`config.mk`:
```
export PLATFORM = sky130hd
export DESIGN_NAME = ps2_mouse_packet_decoder
export DESIGN_NICKNAME = d
export VERILOG_FILES = /design/src/rtl/ps2_mouse_packet_decoder.sv
export SDC_FILE = /design/constraint.sdc
export NUM_CORES = 1
export LEC_CHECK = 0
export ABC_AREA = 1
export CORE_UTILIZATION = 50
export DETAILED_ROUTE_END_ITERATION = 16
export GPL_ROUTABILITY_DRIVEN = 0
export GPL_TIMING_DRIVEN = 1
export PLACE_DENSITY = 0.74
export SKIP_LAST_GASP = 1
export SYNTH_ARGS = -nofsm -noshare
export SYNTH_HDL_FRONTEND = slang
export SYNTH_SLANG_ARGS = --single-unit
```
`constraint.sdc`:
```
create_clock -name clk -period 2.1 [get_ports clk]
set_input_delay 0.42 -clock clk [delete_from_list [all_inputs] [get_ports clk]]
set_output_delay 0.42 -clock clk [all_outputs]
set_load 0.02 [all_outputs]
```
`src/rtl/ps2_mouse_packet_decoder.sv`:
```
`default_nettype none
// ============================================================================
// Module   : ps2_mouse_packet_decoder
// Purpose  : Frames PS/2 receiver bytes into 3-byte mouse packets. Decodes the
//            buttons and the signed movement, and keeps a clamped cursor position.
// Option   : `define PS2_MOUSE_PACKET_TIMEOUT_EN drops a partial packet when the
//            gap between two of its bytes reaches TIMEOUT_CYCLES clocks.
// Revision : 1.0 - initial release
// ============================================================================
module ps2_mouse_packet_decoder #(
    parameter int X_MAX          = 319,
    parameter int Y_MAX          = 239,
    parameter int X_INIT         = 160,
    parameter int Y_INIT         = 120,
    parameter int X_SHIFT        = 1,
    parameter int Y_SHIFT        = 1,
    parameter int TIMEOUT_CYCLES = 2500000
) (
    input  logic       clk,
    input  logic       reset,
    input  logic [7:0] received_data,
    input  logic       received_data_en,
    output logic [9:0] x_position,
    output logic [8:0] y_position,
    output logic       left_button,
    output logic       right_button,
    output logic       middle_button,
    output logic       packet_valid,
    output logic       sync_error
);

    localparam logic signed [11:0] c_X_MAX_S = 12'(X_MAX);
    localparam logic signed [11:0] c_Y_MAX_S = 12'(Y_MAX);

    // Out-of-range parameters are rejected when the design is elaborated
    if (X_SHIFT < 0 || X_SHIFT > 4 || Y_SHIFT < 0 || Y_SHIFT > 4 ||
        TIMEOUT_CYCLES < 1 || X_INIT > X_MAX || Y_INIT > Y_MAX) begin : g_param_check
        $error("ps2_mouse_packet_decoder: illegal parameter value");
    end

    typedef enum logic [1:0] {
        ST_WAIT_B1 = 2'd0,
        ST_WAIT_B2 = 2'd1,
        ST_WAIT_B3 = 2'd2,
        ST_UPDATE  = 2'd3
    } state_t;

    state_t      r_state;
    logic [3:0]  r_b1_hi;       // first byte bits 7:4 (Y ovf, X ovf, Y sign, X sign)
    logic [2:0]  r_b1_btn;      // first byte bits 2:0 (middle, right, left)
    logic [7:0]  r_b2;
    logic [7:0]  r_b3;
    logic [9:0]  r_x;
    logic [8:0]  r_y;
    logic [2:0]  r_btn;
    logic        r_packet_valid;
    logic        r_sync_error;
    logic        r_pend_error;  // bad header seen during UPDATE, reported one cycle late

`ifdef PS2_MOUSE_PACKET_TIMEOUT_EN
    localparam int c_CNT_W = $clog2(TIMEOUT_CYCLES + 1);
    localparam logic [c_CNT_W-1:0] c_TIMEOUT = c_CNT_W'(TIMEOUT_CYCLES);
    logic [c_CNT_W-1:0] r_cnt;
`endif

    logic               w_hdr_ok;
    logic signed [8:0]  w_dx;
    logic signed [8:0]  w_dy;
    logic signed [8:0]  w_sdx;
    logic signed [8:0]  w_sdy;
    logic signed [11:0] w_nx;
    logic signed [11:0] w_ny;
    logic [9:0]         w_x_next;
    logic [8:0]         w_y_next;

    // Header qualification, movement decode and clamped next position
    always_comb begin
        // Bit 3 is always set in a real header; ACK and self-test codes are rejected explicitly
        w_hdr_ok = received_data[3] && (received_data != 8'hFA) && (received_data != 8'hAA);
        w_dx     = r_b1_hi[2] ? 9'sd0 : $signed({r_b1_hi[0], r_b2});
        w_dy     = r_b1_hi[3] ? 9'sd0 : $signed({r_b1_hi[1], r_b3});
        w_sdx    = w_dx >>> X_SHIFT;
        w_sdy    = w_dy >>> Y_SHIFT;
        w_nx     = $signed({2'b00, r_x}) + $signed({{3{w_sdx[8]}}, w_sdx});
        // PS/2 reports +y as up while screen y grows downward
        w_ny     = $signed({3'b000, r_y}) - $signed({{3{w_sdy[8]}}, w_sdy});
        w_x_next = w_nx[9:0];
        w_y_next = w_ny[8:0];
        if (w_nx < 12'sd0) begin
            w_x_next = '0;
        end else if (w_nx > c_X_MAX_S) begin
            w_x_next = c_X_MAX_S[9:0];
        end
        if (w_ny < 12'sd0) begin
            w_y_next = '0;
        end else if (w_ny > c_Y_MAX_S) begin
            w_y_next = c_Y_MAX_S[8:0];
        end
    end

    // Packet framing FSM with registered outputs
    always_ff @(posedge clk) begin
        if (reset) begin
            r_state        <= ST_WAIT_B1;
            r_b1_hi        <= '0;
            r_b1_btn       <= '0;
            r_b2           <= '0;
            r_b3           <= '0;
            r_x            <= 10'(X_INIT);
            r_y            <= 9'(Y_INIT);
            r_btn          <= '0;
            r_packet_valid <= 1'b0;
            r_sync_error   <= 1'b0;
            r_pend_error   <= 1'b0;
`ifdef PS2_MOUSE_PACKET_TIMEOUT_EN
            r_cnt          <= '0;
`endif
        end else begin
            r_packet_valid <= 1'b0;
            r_sync_error   <= 1'b0;
            r_pend_error   <= 1'b0;
            case (r_state)
                ST_WAIT_B1: begin
                    r_sync_error <= r_pend_error;
                    if (received_data_en) begin
                        if (w_hdr_ok) begin
                            r_b1_hi  <= received_data[7:4];
                            r_b1_btn <= received_data[2:0];
                            r_state  <= ST_WAIT_B2;
`ifdef PS2_MOUSE_PACKET_TIMEOUT_EN
                            r_cnt    <= '0;
`endif
                        end else begin
                            r_sync_error <= 1'b1;
                        end
                    end
                end
                ST_WAIT_B2: begin
                    if (received_data_en) begin
                        r_b2    <= received_data;
                        r_state <= ST_WAIT_B3;
`ifdef PS2_MOUSE_PACKET_TIMEOUT_EN
                        r_cnt   <= '0;
                    end else if (r_cnt == c_TIMEOUT) begin
                        r_state      <= ST_WAIT_B1;
                        r_sync_error <= 1'b1;
                        r_cnt        <= '0;
                    end else begin
                        r_cnt <= r_cnt + 1'b1;
`endif
                    end
                end
                ST_WAIT_B3: begin
                    if (received_data_en) begin
                        r_b3    <= received_data;
                        r_state <= ST_UPDATE;
`ifdef PS2_MOUSE_PACKET_TIMEOUT_EN
                        r_cnt   <= '0;
                    end else if (r_cnt == c_TIMEOUT) begin
                        r_state      <= ST_WAIT_B1;
                        r_sync_error <= 1'b1;
                        r_cnt        <= '0;
                    end else begin
                        r_cnt <= r_cnt + 1'b1;
`endif
                    end
                end
                default: begin
                    // UPDATE: commit the packet; a byte arriving now is a header candidate
                    r_x            <= w_x_next;
                    r_y            <= w_y_next;
                    r_btn          <= r_b1_btn;
                    r_packet_valid <= 1'b1;
                    r_state        <= ST_WAIT_B1;
                    if (received_data_en) begin
                        if (w_hdr_ok) begin
                            r_b1_hi  <= received_data[7:4];
                            r_b1_btn <= received_data[2:0];
                            r_state  <= ST_WAIT_B2;
`ifdef PS2_MOUSE_PACKET_TIMEOUT_EN
                            r_cnt    <= '0;
`endif
                        end else begin
                            // Deferred so it never coincides with packet_valid
                            r_pend_error <= 1'b1;
                        end
                    end
                end
            endcase
        end
    end

    assign x_position    = r_x;
    assign y_position    = r_y;
    assign left_button   = r_btn[0];
    assign right_button  = r_btn[1];
    assign middle_button = r_btn[2];
    assign packet_valid  = r_packet_valid;
    assign sync_error    = r_sync_error;

endmodule
`default_nettype wire
```
==> results of run 1 <==
==> metal layers <==
layer | wire (µm) | up-vias | share of wire
met2 | 4145 | 79 | 0.50
met3 | 358 | 12 | 0.043
met4 | 114 | 0 | 0.014
met1 | 3719 | 1430 | 0.45
met5 | 0 | - | 0
li1 | - | 1571 | -
==> worst max-delay path: stages, from the launching register on <==
cell,delay [ps]
sky130_fd_sc_hd__dfxtp_4,380
sky130_fd_sc_hd__nor2_4,110
sky130_fd_sc_hd__ha_2,200
sky130_fd_sc_hd__inv_2,50
sky130_fd_sc_hd__fa_2,360
sky130_fd_sc_hd__buf_6,130
sky130_fd_sc_hd__nand4_1,100
sky130_fd_sc_hd__nand3_2,100
sky130_fd_sc_hd__xor2_2,180
sky130_fd_sc_hd__nor2_4,140
sky130_fd_sc_hd__nand3_4,140
sky130_fd_sc_hd__nand3b_1,140
sky130_fd_sc_hd__nand2_1,60
sky130_fd_sc_hd__nand2_1,50
==> worst min-delay path by stage <==
stage                       end  slack (ps)  cells after the start
global route            r_b2[4]         500                      2
detailed placement     r_btn[0]         450                      2
CTS                 r_b1_btn[1]         470                      2
finish                  r_b2[4]         460                      2
floorplan           r_b1_btn[0]         420                      2
global placement       r_btn[2]         440                      2
==> logic make-up after synthesis <==
| family | count (synthesis) | share of synthesized area |
|---|---|---|
| fa+ha+maj | 23 | 0.1010 |
| compound gates | 74 | 0.1336 |
| simple gates | 219 | 0.3286 |
| buf+inv | 69 | 0.08685 |
| xor+xnor | 10 | 0.02923 |
| flops | 48 | 0.3207 |
==> power groups by stage <==
stage / registers, mW / clock network (mW) / logic (mW)
floorplan: 1.21 / 0 / 1.27
global placement: 1.17 / 0 / 1.88
detailed placement: 1.18 / 0 / 1.91
CTS: 1.17 / 0.789 / 2.09
global route: 1.20 / 0.825 / 2.82
finish: 1.18 / 0.780 / 2.58
==> flip-flops by register name (all words and copies together) (netlist names) <==
signal,count
x_position,10
y_position,9
r_b2,7
r_b3,7
r_b1_hi,4
r_b1_btn,3
r_btn,3
r_state,2
packet_valid,1
r_pend_error,1
sync_error,1
==> synth_stat cells, drive strengths merged <==
cell type | number | area (µm²)
dfxtp | 48 | 960.9
a31oi | 1 | 6.260
fa | 2 | 40.04
nor4 | 1 | 6.260
buf | 1 | 5.000
nand2 | 124 | 513.0
nor2 | 43 | 178.9
a21oi | 34 | 185.2
o31ai | 1 | 7.510
a21boi | 1 | 11.26
clkbuf | 7 | 26.28
ha | 21 | 262.8
inv | 61 | 229.0
o211a | 1 | 10.01
xor2 | 5 | 43.79
xnor2 | 5 | 43.79
nand3 | 37 | 200.2
nand4 | 6 | 37.54
nor2b | 1 | 6.260
nor3 | 4 | 20.02
o21ai | 36 | 180.2
nand3b | 3 | 22.52
==> metrics by stage <==
stage,setup WS [ps],setup TNS (ps),total power [mW],utilization
after detailed placement,-175.5,-2015,3.091,0.6405
after floorplan,15.96,0,2.481,-
final,-109.5,-825.6,4.541,0.7549
after CTS,-40.42,-282.0,4.047,0.6955
after global placement,-89.93,-1005,3.054,0.6405
after global routing,-220.8,-2438,4.844,0.7549
==> layout make-up <==
cell class                      instances  area (µm²)
Clock inverter                          2       60.06
Tap cell                               72       90.09
Fill cell                             409        1383
Clock buffer                            5       68.82
Sequential cell                        48       969.7
Multi-Input combinational cell        328        2210
Timing Repair Buffer                   71       629.4
Inverter                               61       231.5
==> timing repair <==
action                                  CTS  global route
pin swaps                                12            29
resized for setup                        34            70
setup buffers                             5             3
endpoints found under the setup margin   17            17
gates cloned                              2             0
==> results by stage, run 1 <==
Outcome:
- The run finished, with violations left.
- The final reports fail on negative setup slack.

Pwr:
- Of the total power, the share spent switching nets is 0.4195.
- The peak supply drop is 0.5453 mV.
- The static leakage power is 1.905 nW.
- The switching power total is 1.905 mW.
- The internal power consumption is 2.636 mW.
- The relative contribution of combinational cells to total power is 0.568.
- Power spread over the standard cell area amounts to 1066 nW/µm².
- The relative contribution of sequential cells to total power is 0.260.
- Of the total power, the clock network draws 0.172.

Routing:
- The count of vias placed by the detailed router is 3092.
- The count of antenna-violating nets left after detailed routing is 0.
- The first detailed-routing pass ran for 5 iterations.
- After detailed routing, the number of remaining DRC violations is 0.
- After detailed routing, the average wire length per cell comes to 14.20 µm.
- The wire length reported by the detailed router is 8338 µm.
- After detailed routing, the number of vias per cell comes to 5.267.
- The first routing iteration left 208 violations.

Final layout:
- After the last flow step, the layout net total stands at 549.
- The final cell count without fillers is 587.
- The area growth from synthesis to layout is 42.13%.
- In the final layout, the share of cells above drive strength 1 is 0.2816.
- The repair_antennas step left the layout with diodes totalling 0.
- The library cell used most frequently in the layout, excluding fill and tap cells, is sky130_fd_sc_hd__nand2_1.
- In the layout the commonest cells are sky130_fd_sc_hd__nand2_1, sky130_fd_sc_hd__inv_1, sky130_fd_sc_hd__dfxtp_1.
- Once layout is done, the placed cells without fillers occupy 4259 µm².

Yosys:
- The net count after synthesis is 477.
- The cell count after synthesis came out at 443.
- For this run, the register share of the synthesized area comes to 0.3207.
- The count of synthesis-stage warnings from yosys is 0.
- The synthesized netlist occupies a cell area of 2997 µm².
- After synthesis, the mean cell area works out to 6.764 µm².
- The count of unique library cells instantiated by Yosys is 31.
- The number of synthesized register bits is 48.

Global routing:
- In the global route stage, overall resource usage came out at 0.2676.
- The first-pass GRT wire length is 13180 µm.
- The via count of the first global-routing pass is 2914.
- The initial antenna violation count is 0.
- In the global route stage, met2 resource usage came out at 0.4733.
- For this run, global-route usage on met3 was measured as 0.03771.
- The met1 global-route usage is 0.3422.
- After global routing, the most crowded layer is met2.
- For this run the aggregate overflow at the end of global routing stands at 0.
- The maximum number of pins on one net before global-route repair is 23.

STA:
- Hold is met by 464.4 ps.
- Of the available clock period, the critical path in the final layout requires 1.052.
- For the pin with the worst max-slew slack, the measured transition is 1164 ps.
- For the final database, setup skew stands at 11.33 ps.
- The number of failing hold endpoints at the final stage is 0.
- The count of pins over their slew limit is 0.
- Setup repair after global routing could not meet its margin everywhere.
- Based on the critical path, the design can be clocked at up to 0.4526 GHz.
- The final worst slack is -109.5 ps.
- Setup violations remaining at the end of the flow were counted as 13.
- The worst slew slack as a fraction of its limit is 0.2210.
- The clock period minus final worst setup slack is 2209 ps.

Critical path:
- The setup slack on the worst flop-to-flop path is -110 ps.
- In this run the worst path has a maximum fanout of 7.
- At the worst endpoint, the arrival time is 2450 ps.
- STA classifies the critical path startpoint as a register.
- STA classifies the critical path endpoint as a register.
- In this run the worst setup path terminates at y_position[7].
- The critical path is of the register to register type.
- The worst path required time is 2340 ps.
- The launch point of the worst reg-to-reg path is r_b1_hi[3].
- The start point of the critical path is r_b1_hi[3].
- The critical register-to-register path endpoint is y_position[7].
- Counting cells, the worst reg-to-reg path comes to 13.

Place:
- During placement, the flow inserted port buffers numbering 34.
- Summing all placed instances gives a cell area of 3613 µm².
- The HPWL after detailed placement is 5616 µm.
- The cell count after placement is 570.

Clock network:
- The TritonCTS buffer count is 5.
- The clock tree synthesis step divided the H-tree into 2 levels.
- The deepest clock path buffer count is 2.
- Clock-pin slew was measured on the worst setup and hold paths at 90 ps.
- The hold-fix buffer count after cts is 0.
- For this design, the sink count on the clock tree is 48.
- The clock tree from TritonCTS is yes.
- The library cell used as clock root buffer is sky130_fd_sc_hd__clkbuf_8.
- Clock latency on the worst-skew pair, taken at its later pin, is 300 ps.

Floorplanning:
- In this run the horizontal extent of the chip is 79.42 µm.
- The area of the die is 6307 µm².
- The region available for standard cell placement spans 5642 µm².
- The placement row count is 27.
- The initial cell density of the core is 0.5312.
- From bottom edge to top edge, the die measures 79.42 µm.
- The top-level I/O count is 35.

Min path:
- The worst hold-check path type is register to register.
- The worst hold path begins at r_b2[4].

Job:
- The tool flagged a number of max-cap violations equal to 0.
Note: power is estimated with default switching activity, not from simulation.
==> run 2, diff against run 1 <==
--- a/config.mk
+++ b/config.mk
@@ -6,6 +6,7 @@
 export NUM_CORES = 1
 export LEC_CHECK = 0
 export ABC_AREA = 1
+export ABC_CLOCK_PERIOD_IN_PS = 2100
 export CORE_UTILIZATION = 50
 export DETAILED_ROUTE_END_ITERATION = 16
 export GPL_ROUTABILITY_DRIVEN = 0
==> constraint.sdc (replaced) <==
create_clock -name clk -period 2.1 [get_ports clk]
set_input_delay 0.42 -clock clk [delete_from_list [all_inputs] [get_ports clk]]
set_output_delay 0.42 -clock clk [all_outputs]
set_load 0.005 [all_outputs]
==> results of run 2 <==
Same layout as run 1 (identical final DEF). Status: finished with violations: negative setup slack.
Among the figures that moved: total power 4.541 mW -> 4.489 mW; worst IR drop on VDD 0.5453 mV -> 0.5438 mV
==> run 3, diff against run 2 <==
--- a/config.mk
+++ b/config.mk
@@ -6,12 +6,14 @@
 export NUM_CORES = 1
 export LEC_CHECK = 0
 export ABC_AREA = 1
-export ABC_CLOCK_PERIOD_IN_PS = 2100
-export CORE_UTILIZATION = 50
+export ABC_CLOCK_PERIOD_IN_PS = 2500
+export CELL_PAD_IN_SITES_DETAIL_PLACEMENT = 1
+export CELL_PAD_IN_SITES_GLOBAL_PLACEMENT = 1
+export CORE_UTILIZATION = 40
 export DETAILED_ROUTE_END_ITERATION = 16
 export GPL_ROUTABILITY_DRIVEN = 0
 export GPL_TIMING_DRIVEN = 1
-export PLACE_DENSITY = 0.74
+export PLACE_DENSITY = 0.79
 export SKIP_LAST_GASP = 1
 export SYNTH_ARGS = -nofsm -noshare
 export SYNTH_HDL_FRONTEND = slang
==> constraint.sdc (replaced) <==
create_clock -name clk -period 2.5 [get_ports clk]
set_input_delay 0.5 -clock clk [delete_from_list [all_inputs] [get_ports clk]]
set_output_delay 0.5 -clock clk [all_outputs]
set_load 0.005 [all_outputs]
==> results by stage, run 3 (same netlist as run 1, synthesis figures left out) <==
Outcome:
- The flow ran to the end, and the final reports show no timing, DRC or antenna violations.

STA:
- The clock arrives with 5.921 ps of skew.
- The measured slew at the worst slew-check pin is 484.1 ps.
- Setup repair after global routing could not meet its margin everywhere.
- Dividing the final minimum period by the clock period gives 0.9262.
- Across all hold checks on the routed design, the worst slack comes to 467.0 ps.
- The count of pins over their slew limit is 0.
- After layout, the minimum clock period comes to 2315 ps.
- The worst path meets setup with 184.5 ps of slack.
- Setup violations remaining at the end of the flow were counted as 0.
- The worst slew slack as a fraction of its limit is 0.6769.
- The upper clock frequency limit is 0.4319 GHz.
- The number of failing hold endpoints at the final stage came to 0.

Floorplanning:
- The initial cell density of the core is 0.4131.
- The floorplan step defined a die boundary enclosing 7842 µm².
- The die extent in y is 88.56 µm.
- The top-level I/O count is 35.
- The core region is 7253 µm².
- The placement row count is 31.
- From left edge to right edge, the die measures 88.56 µm.

Min path:
- The worst hold path was traced through 2 stages.
- The tightest min-delay check is of the register to register type.

Routing:
- The count of vias placed by the detailed router is 2950.
- The post-route DRC violation count is 0.
- After detailed routing, the average wire length per cell comes to 14.57 µm.
- After detailed routing, the total wire length is 8523 µm.
- The first detailed-routing pass ran for 4 iterations.
- The count of antenna-violating nets left after detailed routing is 0.
- The via density per instance is 5.043.
- The count of routing violations after the opening detailed-route iteration is 115.

Pwr:
- The peak supply drop is 0.3308 mV.
- The internal power consumption is 1.987 mW.
- The switching power share of the total is 0.3959.
- The share of total power dissipated in the clock network is 0.237.
- The analysis attributes to net switching a power of 1.303 mW.
- The relative contribution of combinational cells to total power is 0.465.
- The static leakage power is 1.652 nW.
- For this design the ratio of total power to cell area is 888.6 nW/µm².
- The relative contribution of sequential cells to total power is 0.298.

Final layout:
- The fraction of layout cells with a size suffix above 1 is 0.1070.
- After the last flow step, the layout net total stands at 519.
- After routing the design area is 3702 µm².
- The final core area utilization is 0.5104.
- The most common cell after layout, fill and taps aside is sky130_fd_sc_hd__nand2_1.
- In the final layout, flip-flops and latches occupy 962.2 µm².
- The register with the most flip-flops in the layout has 10 of them.
- The area of combinational cells with multiple inputs is 1828 µm².
- The area growth from synthesis to layout is 23.55%.
- The top cell types in the final layout, fill and taps aside, are sky130_fd_sc_hd__nand2_1, sky130_fd_sc_hd__inv_1, sky130_fd_sc_hd__dfxtp_1.
- The total inserted antenna cells is 0.
- The number of filler instances in the final layout is 980.

Clock network:
- TritonCTS built the clock tree.
- The insertion delay to the later sink of the worst-skew pair is 300 ps.
- After clock tree synthesis, the flow added hold-fix buffers numbering 0.
- The number of post-CTS setup repair buffers is 0.
- The deepest clock path buffer count is 2.
- Counting every sink on the clock net gives 48.
- The TritonCTS buffer count is 5.
- The H-tree generated during clock tree synthesis spans 2 levels.
- The cell sitting at the root of the clock tree is a sky130_fd_sc_hd__clkbuf_8.
- Clock-pin slew was measured on the worst setup and hold paths at 90 ps.

Critical path:
- For this run, the slowest stage of the critical path takes 350 ps.
- The cell at the slowest stage of the critical path is sky130_fd_sc_hd__dfxtp_1.
- The number of cells on the worst reg-to-reg path is 12.
- The kind of launch point of the worst setup path is a register.
- Traced cell by cell, the critical path runs through inv_1 > nand2_1 > ha_1 > inv_1 > o21ai_0 > nor2_1 > nand2_1 > xor2_1 > nand3_2 > nand3b_1 > nand2_1 > nand2_1.
- The kind of capture point of the worst setup path is a register.
- The critical-path maximum fanout is 7.
- The worst setup path is of the register to register kind.
- The worst path required time is 2750 ps.
- The most numerous cell type found on the critical path is sky130_fd_sc_hd__nand2_1.
- The data arrival at the endpoint of the critical path is 2560 ps.

Place:
- The HPWL after detailed placement is 6734 µm.
- Buffers placed on the I/O ports in this run total 34.
- The worst slack at placement is 43.71 ps.
- The instance area at placement is 3490 µm².

Global routing:
- The via count of the first global-routing pass is 2900.
- For this run, the total global-route usage over all layers was measured as 0.2241.
- The initial antenna violation count is 0.
- The total overflow reported by the global router is 0.
- Entering global routing, the biggest net connects 23 pins.
- The first global-routing pass estimated 13590 µm of wire.

Job:
- The max capacitance violation total is 0.
[run 3: worst paths after layout]
kind / from / end / slack (ps)
setup / recovery: r_b1_hi[3] / y_position[7] / 180
hold / removal: r_b2[1] / r_b2[1] / 470
setup reg to reg: r_b1_hi[3] / y_position[7] / 180
hold reg to reg: r_b2[1] / r_b2[1] / 470
[run 3: stage by stage]
step	TNS (ps)	total power [mW]	cells
3_3_place_gp	0	2.419	576
4_1_cts	0	3.274	584
2_1_floorplan	0	2.042	443
3_5_place_dp	0	2.484	576
6_report	0	3.290	585
5_1_grt	-50.87	3.533	585
[run 3: timing repair]
action	CTS	global route
pin swaps	1	2
endpoints found under the setup margin	1	16
gates resized for setup	0	12
gates cloned	0	1
[run 3: worst max-delay path: cells and delay by family (launching register included)]
kind | cells | cell delay [ps]
adder cells (fa/ha/maj) | 1 | 320
AND/OR/NAND/NOR | 7 | 780
AO/OA/AOI/OAI | 1 | 290
XOR/XNOR | 1 | 270
buffers and inverters | 2 | 230
flip-flops | 1 | 350
[run 3: cell type report]
class                           count  area share
Multi-Input combinational cell    327      0.4937
Clock buffer                        5     0.01859
Clock inverter                      3     0.02433
Timing Repair Buffer               42      0.1081
Sequential cell                    48      0.2599
Tap cell                           99     0.03346
Inverter                           61     0.06185
[run 3: power groups by stage]
stage	clock network, mW	registers, mW	logic [mW]
after floorplan	0	0.973	1.07
after global placement	0	0.992	1.43
after detailed placement	0	0.998	1.49
after CTS	0.795	0.982	1.50
after global routing	0.827	0.997	1.71
final	0.779	0.981	1.53
[run 3: metal layers]
metal	vias up	share of wire	GRT usage
met5	-	0	0
met4	0	0.0049	0.03812
met3	6	0.017	0.02799
met2	34	0.49	0.4070
met1	1396	0.48	0.2869
li1	1514	-	-
